### src/rtl/bcd_stopwatch_pkg.sv
// Shared types and constants for the BCD stopwatch.
//   state_e  : FSM encoding (IDLE / RUN / PAUSED)
//   digits_t : the four BCD digits, most significant first
//   bcd_step : advance one BCD digit, wrapping at its limit
package bcd_stopwatch_pkg;

    typedef enum logic [1:0] {
        IDLE   = 2'b00,
        RUN    = 2'b01,
        PAUSED = 2'b10
    } state_e;

    localparam logic [3:0] ONES_MAX = 4'd9;
    localparam logic [3:0] TENS_MAX = 4'd5;

    typedef struct packed {
        logic [3:0] min_tens;
        logic [3:0] min_ones;
        logic [3:0] sec_tens;
        logic [3:0] sec_ones;
    } digits_t;

    function automatic logic [3:0] bcd_step(input logic [3:0] d, input logic [3:0] max);
        return (d == max) ? 4'd0 : d + 4'd1;
    endfunction

endpackage

### src/rtl/tick_sync_edge.sv
// Synchronises an asynchronous level and turns its rising edge into a
// single-cycle pulse in the clk domain.
//   clk      : sampling clock
//   rst      : asynchronous active-low reset
//   async_in : asynchronous level input
//   tick     : one-cycle pulse per rising edge of async_in
// Every flop resets to 1 so an input that is already high at reset
// release is not mistaken for a fresh rising edge.
module tick_sync_edge #(
    parameter int SYNC_STAGES = 2
) (
    input  logic clk,
    input  logic rst,
    input  logic async_in,
    output logic tick
);

    logic [SYNC_STAGES-1:0] sync_q, sync_d;
    logic                   hist_q, hist_d;

    always_comb begin
        sync_d = {sync_q[SYNC_STAGES-2:0], async_in};
        hist_d = sync_q[SYNC_STAGES-1];
    end

    always_ff @(posedge clk or negedge rst) begin
        if (!rst) begin
            sync_q <= '1;
            hist_q <= 1'b1;
        end else begin
            sync_q <= sync_d;
            hist_q <= hist_d;
        end
    end

    assign tick = sync_q[SYNC_STAGES-1] & ~hist_q;

endmodule

### src/rtl/bcd_stopwatch.sv
// MM:SS BCD stopwatch advanced by a synchronised divided clock.
//   clk, rst          : system clock, asynchronous active-low reset
//   tick_clk          : slow divided clock, sampled as data
//   start/stop/clear  : single-cycle commands (priority clear > stop > start)
//   running           : high while counting
//   sec_ones..min_tens: registered BCD digits
//   rollover          : one-cycle pulse on 59:59 -> 00:00
module bcd_stopwatch
    import bcd_stopwatch_pkg::*;
#(
    parameter int SYNC_STAGES = 2
) (
    input  logic       clk,
    input  logic       rst,
    input  logic       tick_clk,
    input  logic       start,
    input  logic       stop,
    input  logic       clear,
    output logic       running,
    output logic [3:0] sec_ones,
    output logic [3:0] sec_tens,
    output logic [3:0] min_ones,
    output logic [3:0] min_tens,
    output logic       rollover
);

    logic    tick;
    state_e  state_q, state_d;
    digits_t digits_q, digits_d;
    logic    rollover_q, rollover_d;
    logic    inc, c_so, c_st, c_mo, wrap;

    tick_sync_edge #(.SYNC_STAGES(SYNC_STAGES)) u_tick (
        .clk      (clk),
        .rst      (rst),
        .async_in (tick_clk),
        .tick     (tick)
    );

    // Uses the current state, so a tick on the start edge is not counted.
    assign inc  = (state_q == RUN) & tick & ~stop & ~clear;
    assign c_so = inc  & (digits_q.sec_ones == ONES_MAX);
    assign c_st = c_so & (digits_q.sec_tens == TENS_MAX);
    assign c_mo = c_st & (digits_q.min_ones == ONES_MAX);
    assign wrap = c_mo & (digits_q.min_tens == TENS_MAX);

    always_comb begin
        state_d = state_q;
        if (clear) begin
            state_d = IDLE;
        end else begin
            unique case (state_q)
                IDLE:    if (start) state_d = RUN;
                RUN:     if (stop)  state_d = PAUSED;
                PAUSED:  if (start) state_d = RUN;
                default: state_d = IDLE;
            endcase
        end
    end

    always_comb begin
        digits_d   = digits_q;
        rollover_d = 1'b0;
        if (clear) begin
            digits_d = '0;
        end else begin
            if (inc)  digits_d.sec_ones = bcd_step(digits_q.sec_ones, ONES_MAX);
            if (c_so) digits_d.sec_tens = bcd_step(digits_q.sec_tens, TENS_MAX);
            if (c_st) digits_d.min_ones = bcd_step(digits_q.min_ones, ONES_MAX);
            if (c_mo) digits_d.min_tens = bcd_step(digits_q.min_tens, TENS_MAX);
            rollover_d = wrap;
        end
    end

    always_ff @(posedge clk or negedge rst) begin
        if (!rst) begin
            state_q    <= IDLE;
            digits_q   <= '0;
            rollover_q <= 1'b0;
        end else begin
            state_q    <= state_d;
            digits_q   <= digits_d;
            rollover_q <= rollover_d;
        end
    end

    assign running  = (state_q == RUN);
    assign sec_ones = digits_q.sec_ones;
    assign sec_tens = digits_q.sec_tens;
    assign min_ones = digits_q.min_ones;
    assign min_tens = digits_q.min_tens;
    assign rollover = rollover_q;

endmodule
### config.mk
export PLATFORM = sky130hd
export DESIGN_NAME = bcd_stopwatch
export DESIGN_NICKNAME = d
export VERILOG_FILES = /design/src/rtl/bcd_stopwatch_pkg.sv /design/src/rtl/tick_sync_edge.sv /design/src/rtl/bcd_stopwatch.sv
export SDC_FILE = /design/constraint.sdc
export NUM_CORES = 1
export LEC_CHECK = 0
export CAP_MARGIN = 20
export CELL_PAD_IN_SITES_DETAIL_PLACEMENT = 0
export CELL_PAD_IN_SITES_GLOBAL_PLACEMENT = 1
export CORE_ASPECT_RATIO = 0.7
export CORE_MARGIN = 3
export CORE_UTILIZATION = 39
export DETAILED_ROUTE_END_ITERATION = 16
export PLACE_DENSITY_LB_ADDON = 0.1
export RECOVER_POWER = 50
export SLEW_MARGIN = 20
export SYNTH_ARGS = -nofsm -noshare
export SYNTH_HDL_FRONTEND = slang
export SYNTH_HIERARCHICAL = 1
export SYNTH_SLANG_ARGS = --single-unit
### constraint.sdc
create_clock -name clk -period 2.7 [get_ports clk]
set_clock_uncertainty 0.15 [all_clocks]
set_input_delay 0.405 -clock clk [delete_from_list [all_inputs] [get_ports clk]]
set_output_delay 0.405 -clock clk [all_outputs]
set_load 0.01 [all_outputs]
==> results of run 1 <==
-- kinds of logic after synthesis --
kind of cell    count (synthesis)
mux                             4
buf+inv                         8
flops                          22
compound gates                 19
fa+ha+maj                       8
xor+xnor                        1
simple gates                   51
-- power breakdown --
part / switching (mW) / internal (mW) / total (mW)
logic: 0.0202 / 0.0154 / 0.0356
clock network: 0.113 / 0.198 / 0.312
registers: 0.00383 / 0.335 / 0.339
total: 0.137 / 0.549 / 0.686
-- metrics by stage --
| step | instances | cell area [um2] | util (%) | worst slack (ns) |
|---|---|---|---|---|
| after CTS | 176 | 1540 | 54.1 | 0.541 |
| after detailed placement | 172 | 1470 | 51.6 | 0.267 |
| after global routing | 176 | 1520 | 53.6 | 0.337 |
| after global placement | 172 | 1470 | 51.6 | 0.338 |
| after floorplan | 113 | 1180 | - | 0.813 |
| final | 176 | 1520 | 53.6 | 0.416 |
-- layer usage --
layer	global-route usage (%)	wire length, um
met5	0	0
met4	4.69	14
met3	5.41	192
met2	22.3	1060
met1	22.0	1260
-- path summary, 6_finish.rpt --
path | start | to | slack (ns)
min in group asynchronous | rst | min_tens[1] | 0.37
max in group asynchronous | rst | min_ones[1] | 1.04
setup reg to reg | u_tick/sync_q[1] | min_ones[3] | 0.56
setup / recovery | stop | min_ones[3] | 0.42
hold / removal | u_tick/sync_q[0] | u_tick/sync_q[1] | 0.22
hold reg to reg | u_tick/sync_q[0] | u_tick/sync_q[1] | 0.22
-- Yosys cell counts, drive strengths merged, types with 3 or more instances --
library cell and number:
and3b 3, nand2 12, o21ai 7, nor2 10, ha 8, a21oi 4, o311ai 3, mux2i 4
inv 5, dfrtp 19, nand3 5, dfstp 3
-- worst reg2reg max path, delay by kind of cell, from the launching register on --
kind	cells	cell delay, ns
AND/OR/NAND/NOR	3	0.94
flip-flops	1	0.54
AO/OA/AOI/OAI	2	0.40
-- registers in the layout, indices dropped and copies added, names as in the netlist --
signal         flops
state_q            2
min_ones           4
u_tick/sync_q      2
u_tick/hist_q      1
rollover           1
sec_ones           4
sec_tens           4
min_tens           4
-- cell type report --
class                   count  area, um2
clock inverters             1       30.0
fillers                   265       1320
well taps                  36       45.0
repair buffers             25        241
inverters                   6       22.5
flip-flops and latches     22        554
multi-input cells          83        588
clock buffers               3       41.3
==> results.md, run 1 <==
- Status: finished clean
- Max-slew violations: 0
- WP depth: 5
- Hold Slack: 0.218 ns
- P_leak: 0.641 nW
- EDFF count, synth: 0
- Least-Margin Pin Slew: 0.708 ns
- Max_cap viols: 0
- Req. time, crit path: 2.71 ns
- Root Driver: clkbuf_8
- Core area: 2840 um2
- DR vias: 967
- Post-Synth XOR/XNOR Area: less than 1%
- Top post-synthesis cells by area: dfrtp_1 40%, ha_1 8.4%, dfstp_2 6.7%
- Synth Flop Type: dfrtp_1
- Synth Instances: ~110
- Unrepaired setup endpoints after global routing: false
- Number of global-route vias before repair: roughly 870
- Grt total ovfl: 0
- CP bufs+invs: 1
- # setup viols final: 0
- Netlist Area Pre-Place: 1180 um2
- Peak supply drop: approximately 0.00027 V
- Worst-path clk slew: 0.09 ns
- DRT antenna net count: 0
- Worst Path Max Fanout: 6
- Slowest-stage cell, CP: dlygate4sd3_1
- Share of flip-flops with an asynchronous set or reset: 100%
- Post-Route WL: 2520 um
- First-pass GRT wire length: 4330 um
- CP Cell Sequence: dlygate4sd3_1 -> nand4bb_1 -> nor4_4 -> o21ai_1 -> a32o_1
- Resize count post-CTS: 0
- TritonCTS Sinks: 22
- Crit path capture type: flop
- Starting density of the core: 41.7%
- Reg2reg path depth: 5
- Tot Pwr: 686 uW
- Synth warnings: 6
- Synthesis-stage register bit count: 22
- Startpoint Class: input pin
- Initial antenna violation count: 0
- Final worst-path cycle share: 84.6%
- Post-synthesis sequential area ratio: approximately 47%
- N_diodes: 0
- Slowest stage delay, CP: 0.59 ns
- Die Y: 52.1 um
- Fin crit period: 2.28 ns
- Final Hold Vio Count: 0
- Initial DRC count: 58
- CTS buffer count: 3
- Tightest Hold Check Type: reg -> reg
- Nets: approximately 160
- Rows: 16
- Area fraction of the dominant cell type after synthesis: around 40%
- WHS Path Cells: 0
- Kind of critical path: in -> reg
- DIE AREA: 3750 um2
- Synth cell types: 36
- All-layer global routing usage: roughly 16%
- Layout area overhead: 28.5%
- Max-Slew Margin vs Limit: 52.8%
- H-tree depth: 1
- Compound-Gate Fraction of Synth Area: 10.3%
- Simple-gate portion of the synthesized area: 27.7%
- Mux contribution to synthesized area: under 10%
- Hold buffer count at cts: 0
- Syn_nets: 127
- Pin count of the biggest net entering global routing: 14
- Setup TNS: 0 ns
- Most frequent cells in the layout: 19 x dfrtp_1, 18 x clkdlybuf4s50_1, 12 x nand2_1
- Most common cell after layout, fill and taps aside: dfrtp_1
- Vias per cell: 5.49
- Post-DP HPWL: roughly 1900 um
- Pwr/cell area: 450 nW/um2
- Num ports: 24
- CTS tree: yes
- Largest area contributor in the netlist: dfrtp_1
- Mapped Avg Cell Area: 10.5 um2
- Residual DRC: 0
- Adder-Cell Fraction of Synth Area: 8.45%
- Skew-Pair Late Insertion Delay: 0.27 ns
- Post CTS Setup Buffer Count: 0
- Final GP Congestion: 0.745
- Largest family of logic cells by synthesized area: simple AND/OR/NAND/NOR gates
- Average wire per cell in the routed design: 14.3 um
- Clk buf depth: 2
- I/O Buffers: 23
- Layout cells sized above 1: 7.14%
- CP delay by family, top: simple AND/OR/NAND/NOR gates
- Die Wd: around 70 um
- DRT Pass-1 Iters: 4
- FMAX: 438 MHz
- Worst Path Arrival: 2.29 ns
Note: power is estimated with default switching activity, not from simulation.
==> run 2, diff against run 1 <==
--- a/config.mk
+++ b/config.mk
@@ -10,7 +10,7 @@
 export CELL_PAD_IN_SITES_GLOBAL_PLACEMENT = 1
 export CORE_ASPECT_RATIO = 0.7
 export CORE_MARGIN = 3
-export CORE_UTILIZATION = 39
+export CORE_UTILIZATION = 35
 export DETAILED_ROUTE_END_ITERATION = 16
 export PLACE_DENSITY_LB_ADDON = 0.1
 export RECOVER_POWER = 50
==> constraint.sdc (replaced) <==
create_clock -name clk -period 2 [get_ports clk]
set_clock_uncertainty 0.15 [all_clocks]
set_input_delay 0.3 -clock clk [delete_from_list [all_inputs] [get_ports clk]]
set_output_delay 0.3 -clock clk [all_outputs]
set_load 0.01 [all_outputs]
==> results.md, run 2 (synthesized netlist as in run 1, its figures left out) <==
- Reg2reg end: min_ones[1]
- Rows: 17
- Nets: 163
- End of the critical path: min_ones[1]
- Layout area overhead: 33.1%
- Setup TNS: 0 ns
- Wire length on met1: 1400 um
- Post-Route WL: around 2500 um
- Max layer used: met4
- Unrepaired setup endpoints after global routing: false
- Max-slew violations: 0
- TritonCTS Sinks: 22
- DIE AREA: between 4000 and 5000 um2
- Die Y: 54.7 um
- Pin count of the biggest net entering global routing: 23
- Tot Pwr: roughly 830 uW
- Worst-path clk slew: 0.08 ns
- Most common cell after layout, fill and taps aside: clkdlybuf4s50_1
- Worst R2R Start: u_tick/sync_q[1]
- Hold buffer count at cts: 0
- P_leak: 0.684 nW
- Dpl cells: about 180
- N_diodes: 0
- # setup viols final: 0
- Fillers: 296
- Peak supply drop: 0.000309 V
- Grt total ovfl: 0
- FMAX: 530 MHz
- Final WS setup: between 0.1 and 0.15 ns
- Non-Filler Instances: 186
- I/O Buffers: 23
- Tightest Hold Check Type: reg -> reg
- Crit path capture type: flop
- DRT Pass-1 Iters: 4
- Least-Margin Pin Slew: 1.20 ns
- Vias per cell: 5.28
- DP Worst Slack: -0.105 ns
- CP Launch Point: u_tick/sync_q[1]
- Req. time, crit path: 2.00 ns
- CTS buffer count: 3
- Startpoint Class: flop
- Fin crit period: 1.89 ns
- Metal3 WL: 105 um
- Flop-to-flop setup slack: 0.11 ns
- Resize count post-CTS: 0
- Average wire per cell in the routed design: about 14 um
- Worst Path Max Fanout: 4
- Post-DP HPWL: 1850 um
- Starting density of the core: 37.1%
- Final worst-path cycle share: between 90% and 100%
- CTS tree: yes
- Reg2reg path depth: 6
- Status: finished clean
- Number of global-route vias before repair: just under 900
- Hold Slack: 0.211 ns
- All-layer global routing usage: 13.8%
- H-tree depth: 1
- Skew-Pair Late Insertion Delay: about 0.26 ns
- Layout cells sized above 1: 13.5%
- Clk buf depth: 2
- Die Wd: ~76 um
- Kind of critical path: reg -> reg
- DR WL met2: 1010 um
- Num ports: 24
- Worst Path Arrival: around 1.9 ns
- Core area: about 3200 um2
- DR vias: 982
- First-pass GRT wire length: 4210 um
- Root Driver: clkbuf_8
- Max-Slew Margin vs Limit: between 10% and 20%
- Most frequent cells in the layout: 20 x clkdlybuf4s50_1, 19 x dfrtp_1, 11 x nand2_1
- Final Hold Vio Count: 0
- Max_cap viols: 0
- Final GP Congestion: approximately 0.81
- DRT antenna net count: 0
- Initial antenna violation count: 0
- Residual DRC: 0
- Pwr/cell area: 526 nW/um2
- Initial DRC count: 43
- Post CTS Setup Buffer Count: 0
## run 2: changes by cell type in the layout (fill, tap and decap cells not counted), sizes merged
cell           before  now
clkbuf              4    6
buf                 1    8
clkdlybuf4s50      18   20
bufinv              1    0
dlygate4sd3         5    3
## run 2: through the flow
| step | util (%) | instance area, um2 |
|---|---|---|
| finish | 49.4 | 1580 |
| global route | 49.4 | 1580 |
| CTS | 49.6 | 1580 |
| detailed placement | 47.9 | 1530 |
| global placement | 47.9 | 1530 |
| floorplan | - | 1180 |
## run 2: routing by layer
metal | track usage [%] | vias up
li1 | - | 484
met1 | 20.9 | 479
met2 | 19.1 | 17
met3 | 4.59 | 2
met4 | 1.74 | 0
met5 | 0 | -
## run 2: power breakdown
| group | switching (mW) | internal, mW | total (mW) |
|---|---|---|---|
| sequential | 0.00507 | 0.453 | 0.458 |
| clock | 0.145 | 0.175 | 0.321 |
| combinational | 0.0277 | 0.0228 | 0.0506 |
| total | 0.178 | 0.651 | 0.829 |
## run 2: worst max-delay path: stages, from the launching register on
cell and delay [ns]:
dfstp_2 0.53, nor2b_4 0.13, nand4bb_1 0.19, nor4_4 0.34, buf_4 0.19, mux2i_1 0.17, nor2_1 0.05
## run 2: area by class of cell
| type | instances | area [um2] | area share, % |
|---|---|---|---|
| multi-input combinational | 83 | 599 | 38.0 |
| sequential | 22 | 554 | 35.2 |
| timing repair buffer | 33 | 298 | 18.9 |
| clock buffer | 4 | 55.1 | 3.49 |
| tap | 38 | 47.5 | 3.02 |
| inverter | 6 | 22.5 | 1.43 |
## run 2: worst min-delay path by stage
stage,to,cells past startpoint,from
after global routing,u_tick/sync_q[1],0,u_tick/sync_q[0]
after CTS,u_tick/sync_q[1],0,u_tick/sync_q[0]
final,u_tick/sync_q[1],0,u_tick/sync_q[0]
after global placement,u_tick/sync_q[1],0,u_tick/sync_q[0]
after detailed placement,u_tick/sync_q[1],0,u_tick/sync_q[0]
after floorplan,min_ones[0],0,rst
==> run 3, diff against run 2 <==
--- a/config.mk
+++ b/config.mk
@@ -19,3 +19,4 @@
 export SYNTH_HDL_FRONTEND = slang
 export SYNTH_HIERARCHICAL = 1
 export SYNTH_SLANG_ARGS = --single-unit
+export TNS_END_PERCENT = 1
==> results of run 3 <==
Final layout, timing and power as in run 2 (identical DEF).
==> variant 1 (settings of run 2) <==
Put a register stage on the output `sec_tens`, without a reset. The value now appears one clock later. The other outputs are not delayed to match.
--- a/src/rtl/bcd_stopwatch.sv
+++ b/src/rtl/bcd_stopwatch.sv
@@ -23,6 +23,8 @@
     output logic [3:0] min_tens,
     output logic       rollover
 );
+
+    logic [3:0] sec_tens_d;
 
     logic    tick;
     state_e  state_q, state_d;
@@ -86,9 +88,13 @@
 
     assign running  = (state_q == RUN);
     assign sec_ones = digits_q.sec_ones;
-    assign sec_tens = digits_q.sec_tens;
+    assign sec_tens_d = digits_q.sec_tens;
     assign min_ones = digits_q.min_ones;
     assign min_tens = digits_q.min_tens;
     assign rollover = rollover_q;
 
+    always_ff @(posedge clk) begin
+        sec_tens <= sec_tens_d;
+    end
+
 endmodule
Function: no difference found for any inputs over 10 cycles, from zero or initial values and one cycle with rst low; that may be too few to reach the edited logic, so the function may still have changed.
==> variant 1 against run 2 <==
The flow now finishes with violations (negative setup slack); clock power is 33% higher; wire length grew 1.9%; synthesized cell count up 7.1%; worst hold slack better by 0.93 ps; largest power group unchanged; utilization up 3.3 points; setup slack got worse by 330 ps; highest routed layer unchanged; synthesized area increased by 4.2%; sequential cell count rose by 4; sequential power rose by 17%; final area up 8.7%; total power is 23% higher.
==> variant 1: results (changes against run 2) <==
.. list-table::
   :header-rows: 1

   * - Metric
     - Value
   * - Global-route wire length before repair
     - 4.436 mm (was 4.209 mm)
   * - Leakage power of the design
     - 0.7224 nW (was 0.6843 nW)
   * - Cell area after placement
     - 1633 µm² (was 1529 µm²)
   * - Number of design-rule violations left by the first detailed-router iteration
     - 34 (was 43)
   * - Via density
     - 4.774 (was 5.280)
   * - Longest individual stage delay on the worst path
     - 610 ps (was 530 ps)
   * - Detail Route met3 WL
     - 100 µm (was 105 µm)
   * - Hold slack
     - 211.6 ps (was 210.7 ps)
   * - Summed negative setup slack over all endpoints
     - -690.3 ps (was 0 ps)
   * - Finished Layout Cells
     - 208 (was 186)
   * - R2R depth
     - 5 (was 6)
   * - Final setup fails
     - 6 (was 0)
   * - Post-CTS setup-driven buffer insertion count
     - 1 (was 0)
   * - Share of power burned in registers
     - 0.526 (was 0.552)
   * - Status
     - complete, but fails checks (was completed)
   * - Clock share of power
     - 0.420 (was 0.387)
   * - Signal arrival time at the worst endpoint
     - 2270 ps (was 1890 ps)
   * - Failing checks
     - negative setup slack
   * - Met3 track demand over resource in global routing
     - 0.04207 (was 0.04587)
   * - Sequential cell area fraction in the yosys report
     - 0.5137 (was 0.4678)
   * - Total global-route track usage
     - 0.1278 (was 0.1376)
   * - Count of cells resized by post-cts repair
     - 1 (was 0)
   * - Routed length per placed instance
     - 12.42 µm (was 13.63 µm)
   * - Async set or reset register ratio after synthesis
     - 0.8462 (was 1.000)
   * - Fin area
     - 1714 µm² (was 1577 µm²)
   * - Terminus of the critical flop-to-flop path
     - min_ones[2] (was min_ones[1])
   * - GR Util met1
     - 0.1879 (was 0.2091)
   * - Worst Setup Slack, final
     - -218.1 ps (was 112.6 ps)
   * - Final HPWL from detailed placement
     - 1.915 mm (was 1.850 mm)
   * - Tightest slew margin relative to the limit
     - 0.2140 (was 0.1969)
   * - Share of cells above drive strength 1
     - 0.1615 (was 0.1351)
   * - Maximum fanout along the worst path
     - 7 (was 4)
   * - Detailed route wirelength on metal2
     - 1.117 mm (was 1.012 mm)
   * - Internal cell power
     - 0.0008262 W (was 0.0006509 W)
   * - Number of fillers in the final layout
     - 297 (was 296)
   * - Count of distinct cell types in the synthesized netlist
     - 31 (was 36)
   * - GR met2 Demand/Resource
     - 0.1799 (was 0.1905)
   * - Net count of the finished layout
     - 176 (was 163)
   * - Met1 WL
     - 1.351 mm (was 1.404 mm)
   * - Crit-path slowest cell
     - sky130_fd_sc_hd__or4_4 (was sky130_fd_sc_hd__dfstp_2)
-- variant 1: changes by cell type in the layout (fill, tap and decap cells not counted), moves of 3 or more --
cell / change
sky130_fd_sc_hd__a21oi_1: +6
sky130_fd_sc_hd__buf_4: +6
sky130_fd_sc_hd__dfxtp_1: +4
sky130_fd_sc_hd__or3_1: +4
sky130_fd_sc_hd__nand2_1: -3
sky130_fd_sc_hd__o311ai_0: -3
-- variant 1: layout make-up --
class,instances,area share
clock buffers,3,0.02409
inverters,6,0.01314
flip-flops and latches,26,0.3701
repair buffers,40,0.2037
well taps,47,0.03431
multi-input cells,85,0.3372
clock inverters,1,0.01752
-- variant 1: cell families (layout without fill, tap and decap cells) --
kind of cell	Yosys count	count (layout)	share of synthesized area
AND/OR/NAND/NOR	50	50	0.2391
flip-flops	26	26	0.5137
AO/OA/AOI/OAI	24	24	0.1104
buffers and inverters	10	50	0.03241
adder cells (fa/ha/maj)	8	8	0.08106
multiplexers	2	2	0.01621
XOR/XNOR	1	1	0.007093
==> variant 2 (config.mk and constraints of run 2) <==
Made on the original files. `SYNC_STAGES` is set to 2 in 2 places; all go to 4.
--- a/src/rtl/tick_sync_edge.sv
+++ b/src/rtl/tick_sync_edge.sv
@@ -7,7 +7,7 @@
 // Every flop resets to 1 so an input that is already high at reset
 // release is not mistaken for a fresh rising edge.
 module tick_sync_edge #(
-    parameter int SYNC_STAGES = 2
+    parameter int SYNC_STAGES = 4
 ) (
     input  logic clk,
     input  logic rst,
--- a/src/rtl/bcd_stopwatch.sv
+++ b/src/rtl/bcd_stopwatch.sv
@@ -8,7 +8,7 @@
 module bcd_stopwatch
     import bcd_stopwatch_pkg::*;
 #(
-    parameter int SYNC_STAGES = 2
+    parameter int SYNC_STAGES = 4
 ) (
     input  logic       clk,
     input  logic       rst,
Function: changed (a bounded check fails within 10 cycles, from zero or initial values and one cycle with rst low).
==> variant 2 against run 2 <==
Setup slack lost 43 ps; sequential cell count grew 2; cell count rose by 8.6%; total power up 19%; final area grew 8.9%; sequential power rose by 9.8%; sequential share of layout area grew 0.26 points; highest routed layer unchanged; largest cell class unchanged; wire length rose by 8.3%; count of clock-buffer cells in the layout shrank 1; synthesized area grew 4.4%.
==> variant 2: results (changes against run 2) <==
.. list-table::
   :header-rows: 1

   * - Metric
     - Value
   * - Sum of routed wire length over all layers
     - 2.746 mm (was 2.535 mm)
   * - Number of cells after detailed placement
     - 197 (was 182)
   * - Synthesized net count
     - 129 (was 127)
   * - Share of cells above drive strength 1
     - 0.2000 (was 0.1351)
   * - Number of global-route vias before repair
     - 972 (was 868)
   * - Worst R2R Start
     - u_tick/sync_q[3] (was u_tick/sync_q[1])
   * - Worst Setup Slack post-DPL
     - -131.5 ps (was -104.9 ps)
   * - Net count of the finished layout
     - 170 (was 163)
   * - Combinational share of power
     - 0.056 (was 0.061)
   * - Top cells by area, synth
     - sky130_fd_sc_hd__dfrtp_1 (38%), sky130_fd_sc_hd__dfstp_2 (11%), sky130_fd_sc_hd__ha_1 (8.1%) (was sky130_fd_sc_hd__dfrtp_1 (40%), sky130_fd_sc_hd__ha_1 (8.4%), sky130_fd_sc_hd__dfstp_2 (6.7%))
   * - Internal cell power
     - 0.0007903 W (was 0.0006509 W)
   * - R2R depth
     - 5 (was 6)
   * - Ant diodes
     - 0 (unchanged)
   * - IR drop worst, VDD
     - 0.3011 mV (was 0.3091 mV)
   * - Hold Path Sink
     - u_tick/sync_q[2] (was u_tick/sync_q[1])
   * - Number of fillers in the final layout
     - 301 (was 296)
   * - Cell area after placement
     - 1623 µm² (was 1529 µm²)
   * - Signal arrival time at the worst endpoint
     - 1980 ps (was 1890 ps)
   * - Power attributed to sequential cells
     - 0.000503 W (was 0.000458 W)
   * - Final HPWL from detailed placement
     - 2.037 mm (was 1.850 mm)
   * - Longest individual stage delay on the worst path
     - 540 ps
   * - Vias after detailed routing
     - 1000 (was 982)
   * - Number of design-rule violations left by the first detailed-router iteration
     - 27 (was 43)
   * - Hold slack
     - 209.8 ps (was 210.7 ps)
   * - Tightest slew margin relative to the limit
     - 0.5902 (was 0.1969)
   * - Via density
     - 4.950 (was 5.280)
   * - Pin count of the biggest net entering global routing
     - 25 (was 23)
   * - Post-synthesis average cell area
     - 10.76 µm² (was 10.49 µm²)
   * - Hold-critical path depth
     - 0 (unchanged)
   * - Global-route wire length before repair
     - 4.657 mm (was 4.209 mm)
   * - Final weighted congestion in routability-driven placement
     - 0.8205 (was 0.8136)
   * - Total global-route track usage
     - 0.1331 (was 0.1376)
   * - Sequential cell area fraction in the yosys report
     - 0.4904 (was 0.4678)
   * - End point of the critical path
     - min_tens[2] (was min_ones[1])
   * - Overall power of the completed layout
     - 0.0009854 W (was 0.0008290 W)
   * - Leakage power of the design
     - 0.7388 nW (was 0.6843 nW)
   * - Status
     - completed (unchanged)
   * - Worst Setup Slack, final
     - 70.11 ps (was 112.6 ps)
   * - Hold Crit Start
     - u_tick/sync_q[1] (was u_tick/sync_q[0])
[variant 2: changes by cell type after synthesis, sizes merged]
cell and delta:
dfstp +2
[variant 2: cells by family after synthesis]
logic type,synth area share
AND/OR/NAND/NOR,0.2649
flip-flops,0.4904
AO/OA/AOI/OAI,0.09909
buffers and inverters,0.02527
adder cells (fa/ha/maj),0.08089
multiplexers,0.03236
XOR/XNOR,0.007079
[variant 2: layout make-up]
cell class / count / area, µm² / share of cell area
Clock buffer: 3 / 41.29 / 0.02405
Sequential cell: 24 / 608.1 / 0.3542
Multi-Input combinational cell: 83 / 619.3 / 0.3608
Clock inverter: 1 / 30.03 / 0.01749
Tap cell: 47 / 58.81 / 0.03426
Inverter: 6 / 22.52 / 0.01312
Timing Repair Buffer: 38 / 336.6 / 0.1961
[variant 2: per-layer routing]
layer,vias up,track usage,share of wire
li1,495,-,-
met1,483,0.1952,0.52
met2,19,0.1985,0.43
met3,3,0.04045,0.046
met4,0,0.01523,0.0029
met5,-,0,0
